<file path="src/rtl/inst_fetch.sv">
// inst_fetch: instruction fetch stage.
//
// Owns the program counter, presents it to a combinational instruction memory
// and captures the returned word into an IF/ID register. That register is
// handed to decode over a valid/ready handshake. Execute can redirect the PC,
// and fetch halts once the PC leaves the loaded program.
//
// Handshake: id_valid/id_ready follow strict valid/ready rules. A transfer
// happens on every rising edge where id_valid && id_ready. While
// id_valid && !id_ready, id_inst and id_pc hold their values. The only
// exception is a redirect, which flushes the slot.
//
// Ports:
//   clk             in   clock, rising edge
//   rst             in   asynchronous active-high reset
//   imem_addr       out  [31:0] fetch address (equals pc)
//   imem_inst       in   [31:0] word returned for imem_addr in the same cycle
//   id_valid        out  IF/ID slot holds an instruction
//   id_ready        in   decode accepts the held instruction this cycle
//   id_inst         out  [31:0] held instruction (NOP_INST when the slot is empty)
//   id_pc           out  [31:0] address of the held instruction
//   redirect_valid  in   execute requests a PC change
//   redirect_target in   [31:0] new PC; bits [1:0] are forced to zero
//   halted          out  fetch has stopped (registered)
//   fetch_count     out  [31:0] number of instructions loaded into IF/ID
//   fsm_state       out  debug view of the fetch FSM (0 = RUN, 1 = HALT)
module inst_fetch #(
  parameter logic [31:0] RESET_PC   = 32'h0000_0000,
  parameter int          INST_COUNT = 9,
  parameter logic [31:0] NOP_INST   = 32'h0000_0013
) (
  input  logic        clk,
  input  logic        rst,
  output logic [31:0] imem_addr,
  input  logic [31:0] imem_inst,
  output logic        id_valid,
  input  logic        id_ready,
  output logic [31:0] id_inst,
  output logic [31:0] id_pc,
  input  logic        redirect_valid,
  input  logic [31:0] redirect_target,
  output logic        halted,
  output logic [31:0] fetch_count,
  output logic        fsm_state
);

  typedef enum logic {
    ST_RUN  = 1'b0,
    ST_HALT = 1'b1
  } state_e;

  localparam logic [31:0] END_PC = RESET_PC + 32'(4 * INST_COUNT);

  state_e      state_q, state_d;
  logic        halted_q, halted_d;
  logic [31:0] pc_q, pc_d;
  logic        id_valid_q, id_valid_d;
  logic [31:0] id_inst_q, id_inst_d;
  logic [31:0] id_pc_q, id_pc_d;
  logic [31:0] fetch_count_q, fetch_count_d;

  logic        slot_free;
  logic        in_range;
  logic [31:0] redirect_pc;
  logic        redirect_in_range;
  logic        do_fetch;

  assign slot_free         = !id_valid_q || id_ready;
  assign in_range          = (pc_q >= RESET_PC) && (pc_q < END_PC);
  assign redirect_pc       = {redirect_target[31:2], 2'b00};
  assign redirect_in_range = (redirect_pc >= RESET_PC) && (redirect_pc < END_PC);
  // A redirect always takes priority, so it suppresses the fetch in its cycle.
  assign do_fetch          = !redirect_valid && (state_q == ST_RUN) && in_range && slot_free;

  // FSM: state register
  always_ff @(posedge clk or posedge rst) begin
    if (rst) begin
      state_q  <= ST_RUN;
      halted_q <= 1'b0;
    end else begin
      state_q  <= state_d;
      halted_q <= halted_d;
    end
  end

  // FSM: next-state logic
  always_comb begin
    state_d = state_q;
    if (redirect_valid) begin
      state_d = redirect_in_range ? ST_RUN : ST_HALT;
    end else if ((state_q == ST_RUN) && !in_range) begin
      state_d = ST_HALT;
    end
  end

  // FSM: output logic. halted rises one cycle after HALT is entered. It drops
  // on the edge that leaves HALT, so it is already low when the first
  // redirected instruction is delivered.
  always_comb begin
    halted_d = (state_q == ST_HALT) && (state_d == ST_HALT);
  end

  // Datapath next-state: redirect > fetch > drain > stall (hold).
  always_comb begin
    pc_d          = pc_q;
    id_valid_d    = id_valid_q;
    id_inst_d     = id_inst_q;
    id_pc_d       = id_pc_q;
    fetch_count_d = fetch_count_q;
    if (redirect_valid) begin
      pc_d       = redirect_pc;
      id_valid_d = 1'b0;
      id_inst_d  = NOP_INST;
    end else if (do_fetch) begin
      pc_d          = pc_q + 32'd4;
      id_valid_d    = 1'b1;
      id_inst_d     = imem_inst;
      id_pc_d       = pc_q;
      fetch_count_d = fetch_count_q + 32'd1;
    end else if (slot_free) begin
      id_valid_d = 1'b0;
      id_inst_d  = NOP_INST;
    end
  end

  always_ff @(posedge clk or posedge rst) begin
    if (rst) begin
      pc_q          <= RESET_PC;
      id_valid_q    <= 1'b0;
      id_inst_q     <= NOP_INST;
      id_pc_q       <= 32'h0000_0000;
      fetch_count_q <= 32'h0000_0000;
    end else begin
      pc_q          <= pc_d;
      id_valid_q    <= id_valid_d;
      id_inst_q     <= id_inst_d;
      id_pc_q       <= id_pc_d;
      fetch_count_q <= fetch_count_d;
    end
  end

  assign imem_addr   = pc_q;
  assign id_valid    = id_valid_q;
  assign id_inst     = id_inst_q;
  assign id_pc       = id_pc_q;
  assign halted      = halted_q;
  assign fetch_count = fetch_count_q;
  assign fsm_state   = state_q;

endmodule

</file>
<file path="config.mk">
export PLATFORM = sky130hd
export DESIGN_NAME = inst_fetch
export DESIGN_NICKNAME = d
export VERILOG_FILES = /design/src/rtl/inst_fetch.sv
export SDC_FILE = /design/constraint.sdc
export NUM_CORES = 1
export LEC_CHECK = 0
export CAP_MARGIN = 40
export CORE_MARGIN = 5
export CORE_UTILIZATION = 23
export DETAILED_ROUTE_END_ITERATION = 8
export SYNTH_ARGS = -nofsm -noshare
export SYNTH_HDL_FRONTEND = slang
export SYNTH_SLANG_ARGS = --single-unit
</file>
<file path="constraint.sdc">
create_clock -name clk -period 6 [get_ports clk]
set_input_delay 1.2 -clock clk [delete_from_list [all_inputs] [get_ports clk]]
set_output_delay 1.2 -clock clk [all_outputs]
set_load 0.02 [all_outputs]
</file>
; After elaboration in Yosys (flattened, before gate mapping)
; Index checks and enable logic that the tools add are counted.
[classes]
muxes = 11
n_bitwise = 2
magnitude_cmp = 4
addsub = 2
reduce_logical = 14
[op_table]
columns = operator, count
row1 = 32-bit two-way mux, 5
row2 = 32-bit by 1-bit >= comparator with 1-bit output (second input constant), 2
row3 = 32-bit by 6-bit < comparator with 1-bit output (second input constant), 2
row4 = 32-bit by 1-bit adder with 32-bit output (second input constant), 1
row5 = 32-bit by 3-bit adder with 32-bit output (second input constant), 1
row6 = 1-bit logical AND, 7
row7 = 1-bit two-way mux, 6
row8 = 1-bit logical NOT, 3
row9 = 3-bit nonzero test, 1
row10 = 1-bit inverter, 2
row11 = 2-bit AND reduction, 1
row12 = 2-bit nonzero test, 1
row13 = 1-bit logical OR, 1
[totals]
regBits = 131
word_cells = 40
out_inout_bits = 131
in_bits = 68

; Longest topological paths before layout
; Gate-level depths: netlist (run 1).
[logic_depth]
word_depth = 7
mapped_depth = 9
depth_no_buf = 7

; Least setup slack after synthesis (run 1)
; Ideal clock, no wire load.
[synth_timing]
path_kind = input to register
start = input port redirect_valid
end = register fetch_count_q[3] (netlist: fetch_count[3])
path_buffers = 3
path_stages = 8
t_required_ps = 5920
arrival_ps = 2687
setup_ps = 80
setup_slack_ps = 3233
path_cell_list = clkbuf_1 > nor4_1 > and4_1 > clkbuf_1 > nand3_1 > clkbuf_1 > nor2_1 > xor2_1
[synth_via]
elab_chain_len = 5
word_cells_on_any_way = 6
cone_classes = bitwise (1) / reduce/logical (5)
[synth_lines]
columns = item, line_no
row1 = start: declaration, 40  ; input logic redirect_valid,
row2 = 1-bit logical NOT, 73  ; assign do_fetch = !redirect_valid && (state_q == ST_RUN) && in_range && slot_free;
row3 = 1-bit logical AND (3 in series), 73
row4 = 2-bit AND reduction (no source line) (*), --
row5 = end signal: assignment, 138  ; fetch_count_q <= fetch_count_d;
row6 = end: declaration, 60  ; logic [31:0] fetch_count_q, fetch_count_d;
; Mark *: on every way between the ends. The rest lies on a longest branch, timed or not.
; A chain may end at the register's enable or synchronous reset.

; Final worst setup path (run 1)
[layout_timing]
start = input port redirect_valid
end = register fetch_count_q[5] (netlist: fetch_count[5])
; Same word-level chain as after synthesis.

==> flow_summary.json, run 1 <==
{
  "status": "finished, final reports clean",
  "synthCells": 391,
  "worst-setup-path-type": "in2reg",
  "cts_tree": "done",
  "fillers": 2126,
  "yosysMostFrequentCell": "dfrtp_1",
  "setup_ws_ns": 2.95,
  "max-vdd-ir-drop_v": 0.000171,
  "syn_area_um2": 5020,
  "placementRows": 54,
  "relSlewSlack_pct": 50.6,
  "p_leak_nw": 3.39,
  "yosysSeqAreaShare_pct": 63.4,
  "dr.pass1.iters": 4,
  "vias_per_cell": 4.28,
  "htree_levels": 4,
  "synthFlopType": "dfrtp_1",
  "rsz0062_at_grt": "no",
  "routed_wl_mm": 14.8,
  "crit_required_ns": 6.33,
  "grt_max_degree": 71,
  "antenna_found_initial": 0,
  "post-place-ws_ns": 2.50,
  "synth.distinct_cells": 35,
  "timing.final.crit_share_pct": 50.9,
  "reg2reg_depth": 6,
  "insertion_delay_ns": 0.41,
  "drc": 0,
  "vias": 3774,
  "layout-drive-gt1-share_pct": 11.1,
  "routedWlPerCell_um": 16.8,
  "cp-end-kind": "flop",
  "cts.repair.resized": 0,
  "cts_buffers": 17,
  "tns_ns": 0,
  "dieArea_um2": 24900,
  "grt_pass1_vias": 4016,
  "synth-edff-count": 0,
  "synth_seq_cells": 127,
  "cts_root_buffer": "clkbuf_16",
  "design_power_total_w": 0.00220,
  "fmax_ghz": 0.328,
  "drt_iter0_markers": 145,
  "grt_pass1_wl_mm": 22.7,
  "clockBufferDepth": 2,
  "portBuffers": 192,
  "die_w_um": 158,
  "antenna_cells": 0,
  "p_per_area_nw_per_um2": 279,
  "hold_viol": 0,
  "final_nets": 660,
  "holdCritPathClass": "reg2reg",
  "area_delta_synth_final_pct": 57.3,
  "ys_top_cells_by_count": "dfrtp_1 (124), a22o_1 (29), and2_1 (27)",
  "ys_top_cells_by_area": "dfrtp_1 (62%), mux2_2 (5.8%), a22o_1 (5.1%)",
  "cts_hold_buf": 0,
  "die_h_um": 158,
  "core-area_um2": 21600,
  "yosys_warnings": 0,
  "clock_sinks": 127,
  "arrival_ns": 3.38,
  "syn_avg_cell_area_um2": 12.8,
  "cts_setup_buffers": 0,
  "routabilityCongestion": 0.794,
  "slew_viol_final": 0,
  "start_kind": "input port",
  "yosysTopAreaCell": "dfrtp_1",
  "grt_use_total_pct": 11.8,
  "critPathMaxFanout": 36,
  "initial_core_util_pct": 23.2,
  "hold_path_depth": 1,
  "overflow": 0,
  "finClkSkew_ns": 0.0101,
  "clkTransAtPathRegs_ns": 0.06,
  "tightest_slew_ns": 0.740,
  "report.final.setup_viol": 0,
  "postRouteAntennaNets": 0,
  "synth_top_area_share_pct": 61.9,
  "pin_count": 199,
  "layout_min_cycle_time_ns": 3.05,
  "fin_util_pct": 36.5,
  "synthArstFlopShare_pct": 100,
  "hpwl_mm": 10.9,
  "cap_violations": 0
}
## area by class of cell
| type | count | area, µm² | area share (%) |
|---|---|---|---|
| sequential | 127 | 3180 | 40.3 |
| clock buffer | 22 | 454 | 5.76 |
| inverter | 10 | 42.5 | 0.539 |
| multi-input combinational | 236 | 1710 | 21.7 |
| tap | 280 | 350 | 4.44 |
| clock inverter | 10 | 184 | 2.33 |
| timing repair buffer | 197 | 1970 | 24.9 |
## cells in the final DEF (no fill, tap or decap), types with 16 or more instances in the layout
master	n
clkdlybuf4s50_1	192
dfrtp_1	124
a22o_1	29
and2_1	27
nand2_1	26
mux2_2	26
xor2_1	17
clkbuf_16	17
xnor2_1	16
## where the power goes
| group | internal [W] | leakage [nW] | total (W) | switching, W |
|---|---|---|---|---|
| Combinational | 0.0000919 | 1.42 | 0.000172 | 0.0000797 |
| Clock | 0.000749 | 0.305 | 0.00113 | 0.000383 |
| Sequential | 0.000877 | 1.67 | 0.000896 | 0.0000184 |
| Total | 0.00172 | 3.39 | 0.00220 | 0.000481 |
## worst paths after layout
path	start	end	slack, ns
max	redirect_valid	fetch_count[5]	2.95
min	fetch_count[31]	fetch_count[31]	0.47
max reg2reg	imem_addr[15]	fetch_count[5]	3.14
min reg2reg	fetch_count[31]	fetch_count[31]	0.47
max in group asynchronous	rst	fetch_count[7]	3.52
min in group asynchronous	rst	id_inst[31]	1.27
## sequential cells by signal, indices dropped and copies added (netlist names)
name,flops
id_pc,30
imem_addr,30
halted,1
fsm_state,1
fetch_count,32
id_valid,1
id_inst,32
## cells by family after synthesis
logic type,after synthesis,share of synthesized area [%]
AND/OR/NAND/NOR,129,14.1
multiplexers,26,5.84
XOR/XNOR,33,5.76
flip-flops,127,63.4
buffers and inverters,31,2.74
AO/OA/AOI/OAI,41,7.26
adder cells (fa/ha/maj),3,0.748
other,1,0.0748
## worst max-delay path, cell delays in order
cell             delay [ns]
clkdlybuf4s50_1        0.42
nor4_1                 0.21
and4_1                 0.45
nand3_1                0.32
buf_4                  0.36
nor3_1                 0.26
xor2_1                 0.16
## routing by layer
metal / track usage [%] / up-vias / part of all wire (%)
met2: 18.5 / 130 / 47
met5: 0 / - / 0
met4: 4.38 / 0 / 1.9
li1: - / 1765 / -
met1: 14.8 / 1861 / 43
met3: 4.54 / 18 / 7.9
## per-stage QoR
step                      hold WS, ns  std cells  instance area (µm²)
after global placement          0.460        849                 7240
after floorplan                 0.578        394                 5030
after CTS                       0.474        882                 7890
after global routing            0.483        882                 7890
final                           0.465        882                 7890
after detailed placement        0.464        850                 7250
(Power assumes the default switching activity.)
==> run 2, diff against run 1 <==
Clock period 6 ns to 2.9 ns, I/O delays scaled along.
==> flow_summary.json, run 2 (synthesis gave the netlist of run 1 again) <==
{
  "status": "finished, final reports clean",
  "relSlewSlack_pct": 57.3,
  "setup_ws_ns": 0.453,
  "p_leak_nw": 3.44,
  "tns_ns": 0,
  "crit_required_ns": 3.24,
  "pwr-share-comb_pct": 7.9,
  "portBuffers": 192,
  "report.final.setup_viol": 0,
  "layout_min_cycle_time_ns": 2.45,
  "holdCritPathClass": "reg2reg",
  "dieArea_um2": 24900,
  "start_kind": "flop",
  "cts.repair.resized": 0,
  "cts_root_buffer": "clkbuf_16",
  "critPathMaxFanout": 21,
  "clkTransAtPathRegs_ns": 0.06,
  "tightest_slew_ns": 0.640,
  "hpwl_mm": 10.9,
  "grt_use_total_pct": 11.7,
  "fmax_ghz": 0.409,
  "grt_pass1_vias": 4064,
  "routabilityCongestion": 0.822,
  "pin_count": 199,
  "area_delta_synth_final_pct": 59.0,
  "postRouteAntennaNets": 0,
  "cts_hold_buf": 0,
  "vias_per_cell": 4.29,
  "crit_start": "imem_addr[15]",
  "placementRows": 54,
  "reg2reg_slack_ns": 0.45,
  "die_h_um": 158,
  "worst-setup-path-type": "reg2reg",
  "p_clk_share_pct": 51.5,
  "crit_end": "id_inst[30]",
  "p_int_w": 0.00356,
  "cts_setup_buffers": 0,
  "layout-drive-gt1-share_pct": 12.5,
  "finClkSkew_ns": 0.00934,
  "initial_core_util_pct": 23.2,
  "rsz0062_at_grt": "no",
  "slew_viol_final": 0,
  "cts_buffers": 17,
  "routedWlPerCell_um": 16.5,
  "cts_tree": "done",
  "layout_commonest_cell": "clkdlybuf4s50_1",
  "htree_levels": 4,
  "timing.hold.ws_ns": 0.479,
  "antenna_cells": 0,
  "fillers": 2081,
  "die_w_um": 158,
  "drt_iter0_markers": 156,
  "clock_sinks": 127,
  "grt_pass1_wl_mm": 22.9,
  "timing.final.crit_share_pct": 84.4,
  "drc": 0,
  "final_nets": 665,
  "design_power_total_w": 0.00456,
  "reg2reg_depth": 6,
  "r2r-end": "id_inst[30]",
  "post-place-ws_ns": 0.170,
  "vias": 3804,
  "core-area_um2": 21600,
  "p_per_area_nw_per_um2": 572,
  "switchingPower_w": 0.00100,
  "hold_viol": 0,
  "swShare_pct": 22.0,
  "layout_common_cells": "clkdlybuf4s50_1 (192), dfrtp_1 (124), a22o_1 (29)",
  "cap_violations": 0,
  "clockBufferDepth": 2,
  "insertion_delay_ns": 0.41,
  "overflow": 0,
  "p_seq_share_pct": 40.6,
  "dr.pass1.iters": 5,
  "grt_max_degree": 62,
  "max-vdd-ir-drop_v": 0.000343,
  "arrival_ns": 2.79,
  "routed_wl_mm": 14.6,
  "antenna_found_initial": 0,
  "cp-end-kind": "flop",
  "r2r_start": "imem_addr[15]"
}
## run 2: cell count changes in the layout (fill, tap and decap cells not counted), sizes merged
cell,change
buf,+5
clkbuf,-4
clkinv,+4
## run 2: final cells by class
cell class                      instances  area, µm²  share of cell area, %
Sequential cell                       127       3180                   39.9
Timing Repair Buffer                  202       2040                   25.6
Tap cell                              280        350                   4.39
Clock inverter                         14        213                   2.67
Inverter                               10       41.3                  0.518
Multi-Input combinational cell        236       1710                   21.4
Clock buffer                           18        439                   5.51
## run 2: worst min-delay path by stage
stage,start,to,slack (ns),cells past startpoint
2_1_floorplan,fetch_count[31],fetch_count[31],0.58,1
3_3_place_gp,fetch_count[31],fetch_count[31],0.46,1
3_5_place_dp,id_pc[15],id_pc[15],0.47,1
4_1_cts,id_pc[3],id_pc[3],0.49,2
5_1_grt,fetch_count[15],fetch_count[15],0.51,1
6_report,id_pc[3],id_pc[3],0.48,2
## run 2: routing by layer
metal	global-route usage [%]	vias to the layer above	wire, µm
met1	14.9	1873	6230
met5	0	-	0
li1	-	1787	-
met2	18.6	130	7130
met3	4.21	14	1050
met4	4.01	0	230
## run 2: metrics by stage
| stage | instances | utilization (%) | cell area [µm²] |
|---|---|---|---|
| after floorplan | 394 | - | 5030 |
| final | 887 | 36.9 | 7980 |
| after CTS | 887 | 36.9 | 7980 |
| after global placement | 854 | 33.8 | 7310 |
| after global routing | 887 | 36.9 | 7980 |
| after detailed placement | 855 | 33.9 | 7330 |
## run 2: worst max-delay path, cell delays in order (launching register included)
cell and delay [ns]:
dfrtp_1 0.39, or4_1 0.59, a2111oi_4 0.33, buf_4 0.22, and3_1 0.34, buf_4 0.32
a22o_1 0.18
## run 2: power groups by stage
stage          Sequential (W)  Combinational (W)  Clock [W]
2_1_floorplan         0.00193          0.0000988          0
3_3_place_gp          0.00188           0.000362          0
3_5_place_dp          0.00189           0.000366          0
4_1_cts               0.00185           0.000369    0.00243
5_1_grt               0.00186           0.000388    0.00251
6_report              0.00185           0.000362    0.00235
==> run 3, diff against run 2 <==
Clock period 2.9 ns to 2.4 ns, I/O delays scaled along.
==> flow_summary.json, run 3 (synthesis gave the netlist of run 1 again) <==
{
  "timing.final.crit_share_pct": 95.7,
  "crit_chain": "or4_4 -> a2111oi_4 -> buf_6 -> and3_2 -> buf_12 -> xnor2_1 -> o21ai_0",
  "clock_sinks": 127,
  "hold_path_depth": 1,
  "critPathMaxFanout": 13,
  "vias": 3867,
  "layout-drive-gt1-share_pct": 14.1,
  "pwr-share-comb_pct": 8.4,
  "dieArea_um2": 24900,
  "antenna_cells": 0,
  "tns_ns": 0,
  "area_delta_synth_final_pct": 60.5,
  "slew_viol_final": 0,
  "p_seq_share_pct": 42.5,
  "core-area_um2": 21600,
  "hpwl_mm": 11.1,
  "finClkSkew_ns": 0.00761,
  "cp-end-kind": "flop",
  "max-vdd-ir-drop_v": 0.000393,
  "drt_iter0_markers": 138,
  "postRouteAntennaNets": 0,
  "placementRows": 54,
  "layout_common_cells": "clkdlybuf4s50_1 (192), dfrtp_1 (124), a22o_1 (29)",
  "cap_violations": 0,
  "pin_count": 199,
  "die_w_um": 158,
  "grt_pass1_vias": 4212,
  "insertion_delay_ns": 0.41,
  "status": "finished, final reports clean",
  "cts_tree": "done",
  "clkTransAtPathRegs_ns": 0.06,
  "cts_root_buffer": "clkbuf_16",
  "report.final.setup_viol": 0,
  "htree_levels": 4,
  "fmax_ghz": 0.436,
  "tightest_slew_ns": 0.577,
  "rsz0062_at_grt": "no",
  "final_nets": 677,
  "grt_max_degree": 96,
  "routabilityCongestion": 0.824,
  "holdCritPathClass": "reg2reg",
  "p_per_area_nw_per_um2": 654,
  "cts_setup_buffers": 0,
  "antenna_found_initial": 0,
  "portBuffers": 192,
  "p_clk_share_pct": 49.0,
  "worst-setup-path-type": "reg2reg",
  "crit_required_ns": 2.67,
  "reg2reg_depth": 7,
  "swShare_pct": 21.6,
  "overflow": 0,
  "die_h_um": 158,
  "r2r-end": "imem_addr[2]",
  "hold_viol": 0,
  "post-place-ws_ns": -0.192,
  "p_int_w": 0.00413,
  "hp-start": "id_pc[16]",
  "cts_buffers": 17,
  "routedWlPerCell_um": 16.3,
  "grt_use_total_pct": 11.9,
  "setup_ws_ns": 0.104,
  "drc": 0,
  "switchingPower_w": 0.00114,
  "arrival_ns": 2.57,
  "layout_commonest_cell": "clkdlybuf4s50_1",
  "relSlewSlack_pct": 61.5,
  "routed_wl_mm": 14.7,
  "start_kind": "flop",
  "grt_pass1_wl_mm": 23.1,
  "reg2reg_slack_ns": 0.10,
  "p_leak_nw": 3.47,
  "initial_core_util_pct": 23.2,
  "layout_min_cycle_time_ns": 2.30,
  "cpPeakStageDelay_ns": 0.56,
  "dr.pass1.iters": 4,
  "vias_per_cell": 4.30,
  "holdPathEnd": "id_pc[16]",
  "r2r_start": "imem_addr[22]",
  "clockBufferDepth": 2,
  "cp_slowest_cell": "or4_4"
}
## run 3: cell count changes in the layout (fill, tap and decap cells not counted), sizes merged
cell and change:
buf +12, clkbuf +9, clkinv -6, bufinv -2, inv -2, clkinvlp +1
## run 3: how the worst max path moves through the flow
stage / start / endpoint / slack (ns) / cells past startpoint
after detailed placement: redirect_valid / halted / -0.19 / 8
after global placement: redirect_valid / halted / -0.21 / 8
after floorplan: imem_addr[15] / fetch_count[3] / 0.07 / 6
after CTS: imem_addr[15] / fetch_count[5] / 0.002 / 7
final: imem_addr[22] / imem_addr[2] / 0.10 / 7
after global routing: imem_addr[22] / imem_addr[5] / 0.02 / 7
## run 3: layer usage
metal | GRT usage (%) | vias up | routed length (µm)
li1 | - | 1808 | -
met4 | 5.04 | 0 | 321
met2 | 19.8 | 131 | 7220
met3 | 4.02 | 21 | 1110
met1 | 14.2 | 1907 | 6010
met5 | 0 | - | 0
## run 3: power groups by stage
stage | Combinational [W] | Clock [W] | Sequential, W
after floorplan | 0.000119 | 0 | 0.00233
after global placement | 0.000442 | 0 | 0.00227
after detailed placement | 0.000448 | 0 | 0.00228
after CTS | 0.000451 | 0.00267 | 0.00224
after global routing | 0.000475 | 0.00278 | 0.00225
final | 0.000443 | 0.00258 | 0.00224
## run 3: stage by stage
step / hold WS (ns) / cells / util (%) / cell area, µm² / power, W
CTS: 0.491 / 899 / 37.1 / 8020 / 0.00536
global route: 0.510 / 899 / 37.2 / 8050 / 0.00550
finish: 0.482 / 899 / 37.2 / 8050 / 0.00526
global placement: 0.463 / 866 / 34.2 / 7400 / 0.00272
detailed placement: 0.471 / 867 / 34.3 / 7420 / 0.00272
floorplan: 0.578 / 394 / - / 5030 / 0.00245
## run 3: what timing repair did
item | CTS | global route
endpoints found under the setup margin | 27 | 34
hold buffers | 0 | 0
endpoints found under the hold margin | 0 | 0
pin swaps | 0 | 1
gates resized for setup | 4 | 7
## run 3: area by class of cell
class,instances,area (µm²)
Sequential cell,127,3180
Fill cell,2085,13600
Timing Repair Buffer,214,2140
Tap cell,280,350
Multi-Input combinational cell,236,1750
Inverter,10,41.3
Clock inverter,5,105
Clock buffer,27,483
## run 3: critical path, delay by kind of cell, from the launching register on
| kind | cells | cell delay [ns] |
|---|---|---|
| compound gates | 2 | 0.45 |
| flops | 1 | 0.40 |
| simple gates | 2 | 0.83 |
| xor+xnor | 1 | 0.11 |
| buf+inv | 2 | 0.35 |
==> variant 1: new RTL, flow settings as in run 2 <==
Reset style: synchronous (`rst`), changed in 2 clocked blocks. Comments in the files are not updated.
--- a/src/rtl/inst_fetch.sv
+++ b/src/rtl/inst_fetch.sv
@@ -74,5 +74,5 @@
 
   // FSM: state register
-  always_ff @(posedge clk or posedge rst) begin
+  always_ff @(posedge clk) begin
     if (rst) begin
       state_q  <= ST_RUN;
@@ -124,5 +124,5 @@
   end
 
-  always_ff @(posedge clk or posedge rst) begin
+  always_ff @(posedge clk) begin
     if (rst) begin
       pc_q          <= RESET_PC;
Behaviour: differs if rst is asserted again (counterexample within 4 cycles, from zero or initial values and one cycle with rst high); with rst held inactive, the same outputs for 4 cycles.
==> variant 1 against run 2 <==
Utilization fell by 0.84 points; critical path depth did not move; synthesized area increased by 1.3%; non-clock buffer count up 4; worst setup slack worse by 0.039 ns; clock power is 12% lower; clock skew down 0.00055 ns; wire length increased by 13%; final area is 1.4% lower; first-iteration DRC count increased by 130%; sequential cell count stayed put; power shrank 8.3%; die area rose by 1.2%; largest cell class unchanged; highest routed layer unchanged.
==> variant 1: results (changes against run 2) <==
** Global route
- GR Layer Usage met2 :: 0.202 (+0.0153)
- The first-pass GRT wire length came to 25.2 mm (+10%).
- Maximum number of pins on one net before global-route repair :: 64 (+3.2%)
- The via count of the first global-routing pass came to 4469 (+10%).

** Place
- Instance count after placement with tap cells included :: 1003 (+17%)
- HPWL reported at the end of detailed placement :: 11.7 mm (+7.3%)
- The worst slack after detailed placement is 0.0215 ns (-0.149 ns).

** Route
- The total routed wirelength was 16.5 mm (+13%).
- Average wire per cell in the routed design :: 16.0 um (-3.2%)
- The number of vias per cell was 4.51 (+5.1%).
- Number of optimization iterations in the first detailed-route pass :: 4 (-1)
- The length of routed met2 wiring was 7.81 mm (+9.6%).

** Outcome
- Status :: completed

** Synthesis
- Adder and majority cell fraction of the synthesized area :: 0.00739 (-0.0000976)
- Top area cells in the synthesized netlist :: sky130_fd_sc_hd__dfxtp_1 (50%), sky130_fd_sc_hd__a21oi_1 (5.4%), sky130_fd_sc_hd__mux2i_1 (5.3%)
- Compound-Gate Fraction of Synth Area :: 0.107 (+0.0343)
- The mux share of post-synthesis cell area is 0.0554 (-0.00298).
- Fraction of synthesized cell area in xor and xnor cells :: 0.0172 (-0.0404)
- Counting instances in the post-synthesis netlist gives the leading cell types as sky130_fd_sc_hd__dfxtp_1 (127), sky130_fd_sc_hd__a21oi_1 (55), sky130_fd_sc_hd__nor2_1 (47), sky130_fd_sc_hd__nand2_1 (43), sky130_fd_sc_hd__nand3_1 (41).
- The most used flip-flop cell after synthesis is sky130_fd_sc_hd__dfxtp_1.
- Number of distinct library cells after synthesis :: 45 (+29%)
- Async set-reset flop share out of synthesis :: 0 (-1.00)
- Average instance area after synthesis :: 9.17 um^2 (-28%)

** Power and ir drop
- The clock share of power came to 0.492 (-0.023).
- The combinational logic power was 0.000323 W (-11%).
- The overall power was 0.00419 W (-8.3%).
- The cell-internal power was 0.00318 W (-11%).

** Timing
- Worst setup skew after layout :: 0.00879 ns (-0.000551 ns)
- The post-route worst hold slack came to 0.448 ns (-0.0309 ns).
- Final clock period utilization by the worst path :: 0.857 (+0.0134)

** Critical path
- Highest cell delay on the worst timing path :: 0.57 ns (-0.02 ns)
- Endpoint of the worst-slack reg-to-reg timing path :: fetch_count[25]$_SDFFE_PP0P_
## variant 1: cell count changes after synthesis, moves of 10 or more
cell	change
sky130_fd_sc_hd__dfrtp_1	-124
sky130_fd_sc_hd__or4_1	+13
sky130_fd_sc_hd__dfxtp_1	+127
sky130_fd_sc_hd__xnor2_1	-10
sky130_fd_sc_hd__a22o_1	-29
sky130_fd_sc_hd__o31ai_1	+15
sky130_fd_sc_hd__xor2_1	-13
sky130_fd_sc_hd__a21oi_1	+55
sky130_fd_sc_hd__nor2_1	+35
sky130_fd_sc_hd__mux2_2	-25
sky130_fd_sc_hd__mux2i_1	+27
sky130_fd_sc_hd__nand2_1	+17
sky130_fd_sc_hd__nand3_1	+27
sky130_fd_sc_hd__clkbuf_1	+21
## variant 1: area by class of cell
type | count | area, um^2
fillers | 2197 | 14000
repair buffers | 206 | 2030
multi-input cells | 378 | 2330
well taps | 280 | 350
flip-flops and latches | 127 | 2540
inverters | 12 | 45.0
clock inverters | 11 | 109
clock buffers | 21 | 460
==> variant 2: new RTL, config.mk and constraints of run 2 <==
Made on the original files. `INST_COUNT`: 9 -> 6.
--- a/src/rtl/inst_fetch.sv
+++ b/src/rtl/inst_fetch.sv
@@ -27,5 +27,5 @@
 module inst_fetch #(
   parameter logic [31:0] RESET_PC   = 32'h0000_0000,
-  parameter int          INST_COUNT = 9,
+  parameter int          INST_COUNT = 6,
   parameter logic [31:0] NOP_INST   = 32'h0000_0013
 ) (
Check against the original RTL: not equivalent (Yosys sat finds a counterexample within 4 cycles, from zero or initial values and one cycle with rst high).
==> variant 2 against run 2 <==
Power decreased by 8.6%; largest power group unchanged; synthesized area is essentially flat; final area decreased by 1.8%; synthesized cell count down 4.9%; highest routed layer unchanged; sequential cell count stayed put; worst setup slack better by 0.068 ns; largest cell class unchanged; wire length rose by 1.3%.
==> variant 2: results (changes against run 2) <==
** Outcome
- The flow ran to the end, and the final reports show no timing, DRC or antenna violations.

** Synthesis
- The post-synthesis cell type count was 39 (+11%).
- The mux share of post-synthesis cell area was 0.0695 (+0.0112).
- Ranked by total cell area, the synthesized netlist is headed by sky130_fd_sc_hd__dfrtp_1 (62%), sky130_fd_sc_hd__mux2_2 (7.0%), sky130_fd_sc_hd__xnor2_1 (5.4%).
- Fraction of synthesized cell area in xor and xnor cells :: 0.0558 (-0.00180)
- Adder and majority cell fraction of the synthesized area :: 0.00498 (-0.00250)
- Compound-Gate Fraction of Synth Area :: 0.0635 (-0.00904)
- The post-synthesis area per instance is 13.5 um^2 (+5.2%).
- The proportion of synthesized flip-flops having asynchronous set or reset was 1.00 (unchanged).
- The fraction of post-synthesis cell area in the top cell type by area was 0.618 (about the same).
- Sequential cell area fraction in the yosys report :: 0.634 (about the same)

** Critical path
- On the critical path, the stage with the largest delay is an instance of sky130_fd_sc_hd__dfrtp_1.
- R2r setup slk :: 0.52 ns (+0.07 ns)
- CP max FO :: 31 (+48%)
- The depth of the worst register-to-register path is 6 (unchanged).
- In this run the worst setup path begins at imem_addr[22]$_DFFE_PP0P_.
- The arrival time reported for the critical path endpoint was 2.66 ns (-0.13 ns).
- The peak per-stage delay on the critical path is 0.40 ns (-0.19 ns).
- Last element of the critical path :: imem_addr[4]$_DFFE_PP0P_

** Global route
- The maximum number of pins on one net before global-route repair came to 57 (-8.1%).
- Antenna violations before repair :: 0 (unchanged)
- The global-route usage over all layers came to 0.120 (+0.00256).
- Number of global-route vias before repair :: 4121 (+1.4%)
- The first-pass GRT wire length is 23.1 mm (+1.1%).

** Power and ir drop
- Total leakage power :: 3.29 nW (-4.6%)
- The maximum VDD drop was 0.347 mV (+1.3%).

** Route
- The number of iterations in the first detailed-routing pass came to 4 (-1).
- Via count normalized by instance count :: 4.39 (+2.5%)
- Initial DRC Count :: 139 (-11%)
- The per-cell routed wire length was 17.2 um (+4.2%).

** Place
- The post-detailed-placement cell area came to 0.00730 mm^2 (-0.29%).
- HPWL reported at the end of detailed placement :: 10.9 mm (-0.40%)
- Port Buffer Count :: 192 (unchanged)
- Weighted congestion at the end of routability-driven global placement :: 0.873 (+6.1%)
- The worst slack after detailed placement is 0.296 ns (+0.126 ns).
- Instance count after placement with tap cells included :: 834 (-2.5%)

** Finish
- Number of antenna cells inserted :: 0 (unchanged)
- The net total in the final layout is 643 (-3.3%).
- Fraction of final layout cells with drive strength greater than 1 :: 0.136 (+0.0103)

** Timing
- Worst setup skew after layout :: 0.0121 ns (+0.00280 ns)
- Setup slack of the critical path after layout :: 0.521 ns (+0.0684 ns)
- The remaining max-slew budget at the tightest pin came to 0.572 (about the same).
[variant 2: worst min-delay path by stage]
stage | from | end | slack, ns | depth (start not counted)
after CTS | fetch_count[31]$_DFFE_PP0P_ | fetch_count[31]$_DFFE_PP0P_ | 0.49 | 1
after global placement | fetch_count[9]$_DFFE_PP0P_ | fetch_count[9]$_DFFE_PP0P_ | 0.47 | 1
after floorplan | fetch_count[31]$_DFFE_PP0P_ | fetch_count[31]$_DFFE_PP0P_ | 0.58 | 1
final | fetch_count[31]$_DFFE_PP0P_ | fetch_count[31]$_DFFE_PP0P_ | 0.49 | 1
after global routing | id_pc[16]$_DFFE_PP0P_ | id_pc[16]$_DFFE_PP0P_ | 0.51 | 1
after detailed placement | fetch_count[31]$_DFFE_PP0P_ | fetch_count[31]$_DFFE_PP0P_ | 0.48 | 1
[variant 2: worst max-delay path, delay by kind of cell (launching register included)]
| kind | cells | cell delay (ns) |
|---|---|---|
| buf+inv | 1 | 0.37 |
| simple gates | 3 | 1.05 |
| flops | 1 | 0.40 |
| compound gates | 2 | 0.43 |
[variant 2: cell type report]
cell class	count	area (um^2)
inverter	2	11.3
timing repair buffer	203	2050
sequential	127	3180
clock buffer	22	464
clock inverter	7	65.1
fill	2114	13900
tap	280	350
multi-input combinational	222	1710
[variant 2: where the power goes]
part           switching, W  total, W  internal (W)
clock network      0.000748   0.00195       0.00120
logic              0.000163  0.000359      0.000196
registers         0.0000432   0.00186       0.00182
total              0.000954   0.00417       0.00321
[variant 2: metal layers]
metal  vias up  track usage  routed length, um
met5         -            0                  0
met4         0       0.0340                204
met3        14       0.0580               1310
met2       131        0.194               7320
met1      1921        0.142               6000
li1       1726            -                  -
